**src/rtl/secded_decoder_pipe.sv**
```systemverilog
// secded_decoder_pipe: two-stage Hsiao SECDED decoder with valid/ready
// stream ports, saturating error counters and a sticky first-error log.
//
// Ports:
//   CLK, RST             clock, synchronous active-high reset
//   IN_VALID/IN_READY    input handshake, E_DATA codeword, CORR_EN mode
//   OUT_VALID/OUT_READY  output handshake
//   D_DATA, SYND         (corrected) data and syndrome of output word
//   ERR, S_ERR, D_ERR    any / correctable / uncorrectable error
//   CNT_CLR, SE_CNT, DE_CNT   counter clear and saturating counts
//   LOG_CLR, LOG_VALID, LOG_SYND, LOG_UNCORR   first-error log
module secded_decoder_pipe #(
  parameter int DATA_W = 64,
  parameter int CHK_W  = 8,
  parameter int CNT_W  = 16
) (
  input  logic                    CLK,
  input  logic                    RST,
  input  logic                    IN_VALID,
  output logic                    IN_READY,
  input  logic [DATA_W+CHK_W-1:0] E_DATA,
  input  logic                    CORR_EN,
  output logic                    OUT_VALID,
  input  logic                    OUT_READY,
  output logic [DATA_W-1:0]       D_DATA,
  output logic [CHK_W-1:0]        SYND,
  output logic                    ERR,
  output logic                    S_ERR,
  output logic                    D_ERR,
  input  logic                    CNT_CLR,
  output logic [CNT_W-1:0]        SE_CNT,
  output logic [CNT_W-1:0]        DE_CNT,
  input  logic                    LOG_CLR,
  output logic                    LOG_VALID,
  output logic [CHK_W-1:0]        LOG_SYND,
  output logic                    LOG_UNCORR
);

  localparam int CW_W = DATA_W + CHK_W;

  function automatic bit col_ok(input logic [CHK_W-1:0] c);
    return ($countones(c) >= 3) && ($countones(c) % 2 == 1);
  endfunction

  function automatic int n_cols();
    int n;
    n = 0;
    for (int v = 0; v < (1 << CHK_W); v++)
      if (col_ok(CHK_W'(v))) n++;
    return n;
  endfunction

  // i-th odd-weight (>=3) value in ascending order
  function automatic logic [CHK_W-1:0] h_col(input int idx);
    int                 k;
    logic [CHK_W-1:0]   res;
    k   = 0;
    res = '0;
    for (int v = 0; v < (1 << CHK_W); v++) begin
      if (col_ok(CHK_W'(v))) begin
        if (k == idx) res = CHK_W'(v);
        k++;
      end
    end
    return res;
  endfunction

  if (DATA_W < 8 || DATA_W > 64 || n_cols() < DATA_W) begin : g_param_chk
    $error("secded_decoder_pipe: illegal DATA_W/CHK_W combination");
  end

  logic [CHK_W-1:0] w_col [DATA_W];

  for (genvar gi = 0; gi < DATA_W; gi++) begin : g_col
    localparam logic [CHK_W-1:0] C = h_col(gi);
    assign w_col[gi] = C;
  end

  logic              r_s1_v;
  logic [CW_W-1:0]   r_s1_cw;
  logic              r_s1_ce;
  logic              r_s2_v;
  logic [DATA_W-1:0] r_data;
  logic [CHK_W-1:0]  r_synd;
  logic              r_serr;
  logic              r_derr;
  logic [CNT_W-1:0]  r_se_cnt;
  logic [CNT_W-1:0]  r_de_cnt;
  logic              r_log_v;
  logic [CHK_W-1:0]  r_log_synd;
  logic              r_log_unc;

  logic              w_s2_en;
  logic              w_load;
  logic [CHK_W-1:0]  w_synd;
  logic [DATA_W-1:0] w_flip;
  logic              w_chit;
  logic              w_serr;
  logic              w_derr;
  logic [DATA_W-1:0] w_data;

  assign w_s2_en  = !r_s2_v || OUT_READY;
  assign w_load   = w_s2_en && r_s1_v;
  assign IN_READY = !(r_s1_v && r_s2_v && !OUT_READY);

  always_comb begin
    w_synd = r_s1_cw[CW_W-1:DATA_W];
    for (int i = 0; i < DATA_W; i++)
      if (r_s1_cw[i]) w_synd = w_synd ^ w_col[i];
    w_flip = '0;
    for (int i = 0; i < DATA_W; i++)
      if (w_synd == w_col[i]) w_flip[i] = 1'b1;
    // every column has odd weight, so a match implies odd weight
    w_chit = $onehot(w_synd);
    w_serr = (|w_flip) || w_chit;
    w_derr = (|w_synd) && !w_serr;
    w_data = r_s1_cw[DATA_W-1:0];
    if (r_s1_ce) w_data = w_data ^ w_flip;
  end

  always_ff @(posedge CLK) begin
    if (RST) begin
      r_s1_v     <= 1'b0;
      r_s1_cw    <= '0;
      r_s1_ce    <= 1'b0;
      r_s2_v     <= 1'b0;
      r_data     <= '0;
      r_synd     <= '0;
      r_serr     <= 1'b0;
      r_derr     <= 1'b0;
      r_se_cnt   <= '0;
      r_de_cnt   <= '0;
      r_log_v    <= 1'b0;
      r_log_synd <= '0;
      r_log_unc  <= 1'b0;
    end else begin
      if (IN_READY) begin
        r_s1_v <= IN_VALID;
        if (IN_VALID) begin
          r_s1_cw <= E_DATA;
          r_s1_ce <= CORR_EN;
        end
      end
      if (w_s2_en) begin
        r_s2_v <= r_s1_v;
        if (r_s1_v) begin
          r_data <= w_data;
          r_synd <= w_synd;
          r_serr <= w_serr;
          r_derr <= w_derr;
        end
      end
      if (CNT_CLR) begin
        r_se_cnt <= '0;
        r_de_cnt <= '0;
      end else begin
        if (w_load && w_serr && !(&r_se_cnt))
          r_se_cnt <= r_se_cnt + CNT_W'(1);
        if (w_load && w_derr && !(&r_de_cnt))
          r_de_cnt <= r_de_cnt + CNT_W'(1);
      end
      // a clear in the same cycle as a new error still captures it
      if (w_load && (w_serr || w_derr) && (!r_log_v || LOG_CLR)) begin
        r_log_v    <= 1'b1;
        r_log_synd <= w_synd;
        r_log_unc  <= w_derr;
      end else if (LOG_CLR) begin
        r_log_v <= 1'b0;
      end
    end
  end

  assign OUT_VALID  = r_s2_v;
  assign D_DATA     = r_data;
  assign SYND       = r_synd;
  assign S_ERR      = r_serr;
  assign D_ERR      = r_derr;
  assign ERR        = r_serr || r_derr;
  assign SE_CNT     = r_se_cnt;
  assign DE_CNT     = r_de_cnt;
  assign LOG_VALID  = r_log_v;
  assign LOG_SYND   = r_log_synd;
  assign LOG_UNCORR = r_log_unc;

endmodule

```
**config.mk**
```make
export PLATFORM = sky130hd
export DESIGN_NAME = secded_decoder_pipe
export DESIGN_NICKNAME = d
export VERILOG_FILES = /design/src/rtl/secded_decoder_pipe.sv
export SDC_FILE = /design/constraint.sdc
export NUM_CORES = 1
export LEC_CHECK = 0
export CAP_MARGIN = 40
export CORE_ASPECT_RATIO = 2
export CORE_MARGIN = 2
export CORE_UTILIZATION = 25
export CTS_CLUSTER_DIAMETER = 30
export DETAILED_ROUTE_END_ITERATION = 10
export PLACE_DENSITY = 0.57
export SYNTH_ARGS = -nofsm -noshare
export SYNTH_HDL_FRONTEND = slang
export SYNTH_SLANG_ARGS = --single-unit
```
**constraint.sdc**
```tcl
create_clock -name CLK -period 9.25 [get_ports CLK]
set_input_delay 0.925 -clock CLK [delete_from_list [all_inputs] [get_ports CLK]]
set_output_delay 0.925 -clock CLK [all_outputs]
set_load 0.03 [all_outputs]
```
==> results.md, run 1 <==
- Status: finished clean
- Leakage power: 4.43 nW
- Die width: 145 um
- Port buffer count: 197
- Worst slew pin tran: 0.819 ns
- Vias: 8936
- First-pass GRT wire length: 50.4 mm
- Met1 GRT Util: 0.220
- Synth Instances: 1176
- Root Driver: clkbuf_16
- Reg clk slew, reported paths: 0.07 ns
- Post-Synth Simple-Gate Area: 0.217
- Reg2Reg Launch Point: r_s1_cw[47]
- Synth warnings: 0
- HP Class: flop to flop
- R2R depth: 21
- Setup Total Neg Slack: 0 ns
- RePlAce Congestion: 0.892
- IO Count: 198
- Grt peak-use layer: met2
- Number of enable flip-flop cells after synthesis: 0
- Hold Crit Start: D_DATA[63]
- Clk_lat worst skew: 0.47 ns
- Initial DRC Count: 526
- Net total in the final layout: 1418
- Area share of the largest cell type after synthesis: 0.387
- CP Class: flop to flop
- Initial core utilization: 0.252
- Slew Viols, Final: 0
- Num CTS Buffers: 17
- Mux cell area share after synthesis: 0.0104
- Die Y: 285 um
- Post-synthesis sequential area ratio: 0.387
- Final period util: 0.719
- HPWL after detailed placement: 25.0 mm
- H-Tree Depth: 4
- Rel. slew slack: 0.454
- Cell area after synthesis: 9880 um^2
- Final wirelength: 33.9 mm
- CP required: 9.63 ns
- Tot Pwr: 4.56 mW
- Number of synthesized register bits: 191
- Core area: 39200 um^2
- Main combinational cell family by area after synthesis: simple AND/OR/NAND/NOR gates
- Ys async rst share: 0
- Initial antenna violation count: 0
- Max Freq: 150 MHz
- Setup WS pre-CTS: 2.68 ns
- Final setup viols: 0
- Max clock buf depth: 2
- Minimum clock period: 6.65 ns
- Worst vdd ir: 0.387 mV
- Syn_nets: 1268
- Adder-cell area share of the yosys netlist: 0.0195
- Clk sink count: 191
- Min-Delay Path Depth: 2
- Final core area utilization: 0.329
- RR Endpoint: DE_CNT[11]
- Compound-Gate Fraction of Synth Area: 0.159
- Pwr/cell area: 353 nW/um^2
- Largest net degree at the start of global routing: 83
- GR Layer Usage met3: 0.0287
- CP max FO: 16
- P&R area growth vs syn: 30.6%
- Maxcap violations: 0
- Via/cell ratio: 4.79
- GRT Total Usage: 0.164
- Resize count post-CTS: 0
- Drt pass-1 iters: 5
- Post-synthesis xor/xnor area fraction: 0.172
- R2R Setup Slk: 2.60 ns
- Synth area leader: dfxtp_1
- Area contributors post-synth: dfxtp_1 39%, xnor2_1 8.2%, nand2_1 7.3%
- Startpoint class of the critical path: flop
- Setup Fix Bufs, Post-CTS: 0
- # diodes: 0
- Routed len/inst: 18.2 um
- Detail Route Antenna Nets: 0
- CTS tree: yes
- Crit path DAT: 7.04 ns
- Fillers: 4159
- Final setup margin: 2.60 ns
- Die area: 41200 um^2
- RSZ-0062 raised after global routing: false
- Vias in the first global route: 8124
- Syn Area/Cell: 8.40 um^2
- DRC: 0
- Worst hold path endpoint: D_DATA[63]
- Setup crit end kind: flop
- Share of cells above drive strength 1: 0.0471
- Synth unique cells: 60
- Hold_buf cts: 0
- Primary FF master, synth: dfxtp_1
- Final hold vios: 0
- Overflow after GRT: 0
- Met2 usage: 0.270
- Final Skew: 0.0203 ns
- # rows: 103
[cells in the mapped netlist (2+ instances only)]
library cell  number
xnor3_1           22
dfxtp_1          191
and2_1             4
xor2_2             2
nor3_1            19
nand3_1           21
nor2_1           134
or3_1             64
inv_2              2
clkbuf_1          68
buf_2              5
o21ai_0           66
a21oi_1           83
inv_1             11
nor2b_1            3
o211ai_1           3
nand4_1            7
mux2i_1            8
nand2_1          192
and3_1            13
nor4_1             2
fa_1               4
xnor2_1           93
xor2_1            35
ha_1               9
nand2b_1           3
xnor3_2            2
a311oi_1          63
a211oi_1          13
nor3b_1            2
or2_2              3
[cell type report]
class                   count  area, um^2  area share
clock buffers              18         429      0.0332
clock inverters            14         150      0.0116
inverters                  13        48.8     0.00378
multi-input cells         897        5730       0.444
flip-flops and latches    191        3820       0.296
well taps                 525         657      0.0509
repair buffers            206        2070       0.160
[through the flow]
stage / instance area [um^2] / hold slack [ns] / std cells
floorplan: 9880 / 0.448 / 1176
global placement: 12300 / 0.446 / 1829
detailed placement: 12300 / 0.450 / 1832
CTS: 12900 / 0.461 / 1864
global route: 12900 / 0.490 / 1864
finish: 12900 / 0.456 / 1864
[logic make-up after synthesis]
group                    after synthesis
AO/OA/AOI/OAI                        243
XOR/XNOR                             154
adder cells (fa/ha/maj)               13
buffers and inverters                 88
flip-flops                           191
multiplexers                          10
AND/OR/NAND/NOR                      477
[state kept, by name (all words and copies together) (netlist names)]
name	cells
LOG_SYND	8
SYND	8
SE_CNT	16
LOG_VALID	1
r_s1_ce	1
DE_CNT	16
OUT_VALID	1
S_ERR	1
r_s1_v	1
D_ERR	1
D_DATA	64
r_s1_cw	72
LOG_UNCORR	1
[where the power goes]
part	leakage, nW	switching, mW	internal [mW]
registers	1.57	0.0568	0.881
logic	2.58	1.83	1.06
clock network	0.279	0.373	0.359
[per-layer routing]
layer	vias up	share of wire
met1	4215	0.44
met4	0	0.017
met3	34	0.061
met5	-	0
li1	4378	-
met2	309	0.48
[how the worst max path moves through the flow]
stage	start	endpoint	slack, ns
after floorplan	r_s1_cw[31]	DE_CNT[11]	3.53
after global placement	r_s1_cw[47]	DE_CNT[11]	2.77
after detailed placement	r_s1_cw[47]	DE_CNT[11]	2.68
after CTS	r_s1_cw[47]	DE_CNT[11]	2.62
after global routing	r_s1_cw[40]	DE_CNT[11]	2.17
final	r_s1_cw[47]	DE_CNT[11]	2.60
[cell usage in the layout (no fill, tap or decap), types with 3 or more instances in the layout]
cell type	Yosys	layout
clkdlybuf4s50_1	0	196
dfxtp_1	191	191
nand2_1	192	191
nor2_1	134	134
xnor2_1	93	93
a21oi_1	83	83
o21ai_0	66	66
or3_1	64	64
a311oi_1	63	63
xor2_1	35	35
xnor3_1	22	22
nand3_1	21	21
nor3_1	19	19
clkbuf_16	0	17
a211oi_1	13	13
and3_1	13	13
inv_1	11	11
ha_1	9	9
mux2i_1	8	8
buf_4	0	8
nand4_1	7	7
inv_6	0	5
fa_1	4	4
clkinv_8	0	4
or2_2	3	3
and2_1	4	3
nand2b_1	3	3
o211ai_1	3	3
[worst max-delay path, stage by stage, from the launching register on]
cell and delay (ns):
dfxtp_1 0.38, xnor2_1 0.39, xnor3_1 0.42, xnor2_1 0.26
xor2_1 0.21, xor2_1 0.44, inv_1 0.19, fa_1 0.59
fa_1 0.43, fa_1 0.49, ha_1 0.17, inv_1 0.06
fa_1 0.38, mux2_2 0.27, nand3_1 0.08, o41ai_1 0.10
a221oi_4 0.22, nand4_2 0.18, nor3_4 0.56, nand2_2 0.17
or4_1 0.43, a21oi_1 0.15
No activity file was read; power rests on OpenSTA's default activity.
==> run 2, diff against run 1 <==
PLACE_DENSITY = 0.58   (was 0.57)
clock period = 5.4 ns   (was 9.25 ns; I/O delays follow)
==> results.md, run 2 (synthesis gave the netlist of run 1 again) <==
- Status: finished with violations
- Failing checks: setup timing
- Root Driver: clkbuf_16
- Max FFs per register: 72 (unchanged)
- R2R Setup Slk: -0.24 ns (-2.83 ns)
- Pwr/cell area: 744 nW/um^2 (+110%)
- Setup crit end kind: flop
- Crit path DAT: 5.95 ns (-1.09 ns)
- Startpoint class of the critical path: flop
- Reg2Reg Launch Point: r_s1_cw[41]
- Final wirelength: 35.4 mm (+4.6%)
- Die Y: 285 um (unchanged)
- Die area: 41200 um^2 (unchanged)
- Net total in the final layout: 1547 (+9.1%)
- Clk sink count: 191 (unchanged)
- CP Class: flop to flop
- HPWL after detailed placement: 26.6 mm (+6.1%)
- Clk_lat worst skew: 0.45 ns (-0.02 ns)
- Max Freq: 177 MHz (+18%)
- Crit path buffers/inverters: 4 (+2)
- Max clock buf depth: 2 (unchanged)
- Final setup margin: -0.237 ns (-2.83 ns)
- Detail Route Antenna Nets: 0 (unchanged)
- Initial DRC Count: 744 (+41%)
- CP Cell Sequence: xnor2_4, xnor3_1, xnor2_2, xor2_1, xor2_1, inv_1, fa_1, fa_1, fa_1, ha_2, inv_2, fa_2, mux2_4, nand3_4, o41ai_4, a221oi_4, nand4_2, nor3_4, buf_4, buf_6, nand4b_1, xor2_1, nor2_1
- Final Skew: 0.0137 ns (-0.00660 ns)
- Die width: 145 um (unchanged)
- R2R depth: 23 (+9.5%)
- Max stage delay on crit path: 0.57 ns (-0.02 ns)
- CP required: 5.71 ns (-3.92 ns)
- Worst slew pin tran: 0.929 ns (+0.110 ns)
- Fillers: 4103 (-1.3%)
- Commonest non-fill, non-tap cell in the layout: clkdlybuf4s50_1
- Final core area utilization: 0.362 (+0.0320)
- RePlAce Congestion: 0.900 (+0.92%)
- Most frequent cells in the layout: 196 x clkdlybuf4s50_1, 191 x nand2_1, 183 x dfxtp_1, 132 x buf_4, 131 x nor2_1
- Worst vdd ir: 0.982 mV (+150%)
- Hold_buf cts: 0 (unchanged)
- Drt pass-1 iters: 5 (unchanged)
- HP Class: flop to flop
- Final instance area: 14200 um^2 (+9.7%)
- Post-placement cell area: 13200 um^2 (+7.1%)
- GRT Total Usage: 0.170 (+0.00595)
- Worst path top cell family by delay: adder cells
- Final period util: 1.04 (+0.325)
- Vias in the first global route: 8708 (+7.2%)
- Most flops, register: r_s1_cw
- CTS tree: yes
- Tot Pwr: 10.5 mW (+130%)
- Largest net degree at the start of global routing: 92 (+11%)
- Critical-path top delay cell: fa_1
- H-Tree Depth: 4 (unchanged)
- Num CTS Buffers: 17 (unchanged)
- RR Endpoint: DE_CNT[8]
- Final hold vios: 0 (unchanged)
- Slew Viols, Final: 0 (unchanged)
- Setup WS pre-CTS: -0.239 ns (-2.92 ns)
- IO Count: 198 (unchanged)
- Reg clk slew, reported paths: 0.08 ns (about the same)
- Min-Delay Path Depth: 2 (unchanged)
- Minimum clock period: 5.64 ns (-1.02 ns)
- Initial core utilization: 0.252 (unchanged)
- Vias: 9335 (+4.5%)
- Leakage power: 5.18 nW (+17%)
- Final setup viols: 41 (+41)
- RSZ-0062 raised after global routing: true
- Via/cell ratio: 4.69 (-2.1%)
- Maxcap violations: 0 (unchanged)
- First-pass GRT wire length: 52.5 mm (+4.3%)
- Share of cells above drive strength 1: 0.153 (+0.106)
- Port buffer count: 197 (unchanged)
- Rel. slew slack: 0.381 (-0.0734)
- Core area: 39200 um^2 (unchanged)
- Setup Total Neg Slack: -5.02 ns (-5.02 ns)
- CP max FO: 5 (-11)
- Worst hold path endpoint: r_s1_cw[66]
- # rows: 103 (unchanged)
- # diodes: 0 (unchanged)
- Overflow after GRT: 0 (unchanged)
- Routed len/inst: 17.8 um (-2.1%)
- Initial antenna violation count: 0 (unchanged)
- DRC: 0 (unchanged)
- Hold Crit Start: r_s1_cw[66]
- P&R area growth vs syn: 43.3%
[run 2: changes by cell type in the layout (fill, tap and decap cells not counted), moves of 3 or more]
cell	delta
xor2_1	-4
nor2_1	-3
dfxtp_2	+6
xnor2_2	+8
buf_6	+4
dfxtp_1	-8
xnor2_1	-9
clkinv_8	-4
xor2_2	+3
buf_4	+124
bufinv_16	+4
[run 2: area by class of cell]
cell class | instances | area [um^2] | share of cell area
inverter | 13 | 48.8 | 0.00345
clock inverter | 11 | 180 | 0.0127
sequential | 191 | 3840 | 0.271
multi-input combinational | 897 | 5950 | 0.420
timing repair buffer | 335 | 3060 | 0.216
clock buffer | 18 | 429 | 0.0303
tap | 525 | 657 | 0.0464
[run 2: worst max path at each step]
stage	startpoint	to	slack [ns]	cells past startpoint
2_1_floorplan	r_s1_cw[32]	DE_CNT[11]	-0.20	21
3_3_place_gp	r_s1_cw[46]	LOG_SYND[2]	-0.29	22
3_5_place_dp	r_s1_cw[46]	SE_CNT[9]	-0.24	23
4_1_cts	r_s1_cw[41]	DE_CNT[11]	-0.19	21
5_1_grt	r_s1_cw[30]	DE_CNT[11]	-0.51	21
6_report	r_s1_cw[41]	DE_CNT[8]	-0.24	23
[run 2: stage by stage]
stage               hold slack [ns]  cells
floorplan                     0.448   1176
global placement              0.459   1940
detailed placement            0.461   1943
CTS                           0.471   1985
global route                  0.490   1990
finish                        0.473   1990
[run 2: worst reg2reg max path: stages (launching register included)]
cell and delay (ns):
dfxtp_4 0.37, xnor2_4 0.20, xnor3_1 0.38, xnor2_2 0.21, xor2_1 0.19, xor2_1 0.24, inv_1 0.11, fa_1 0.57
fa_1 0.44, fa_1 0.52, ha_2 0.18, inv_2 0.04, fa_2 0.33, mux2_4 0.29, nand3_4 0.09, o41ai_4 0.08
a221oi_4 0.22, nand4_2 0.17, nor3_4 0.26, buf_4 0.17, buf_6 0.10, nand4b_1 0.13, xor2_1 0.17, nor2_1 0.05
[run 2: repair_timing]
item                                    in CTS  in global routing
setup buffers                               13                  4
pin swaps                                    6                 10
gates cloned                                 1                  1
endpoints found under the hold margin        0                  0
gates resized for setup                     16                 28
endpoints found under the setup margin      33                 44
[run 2: power breakdown]
| group | total [mW] | leakage [nW] | switching (mW) | internal (mW) |
|---|---|---|---|---|
| Sequential | 1.59 | 1.57 | 0.0772 | 1.51 |
| Clock | 1.37 | 0.294 | 0.591 | 0.776 |
| Combinational | 7.58 | 3.32 | 4.07 | 3.52 |
[run 2: metal layers]
layer  track usage  share of wire  vias up
li1              -              -     4631
met3        0.0249          0.058       33
met5             0              0        -
met2         0.283           0.49      344
met4        0.0502          0.017        0
met1         0.227           0.44     4327
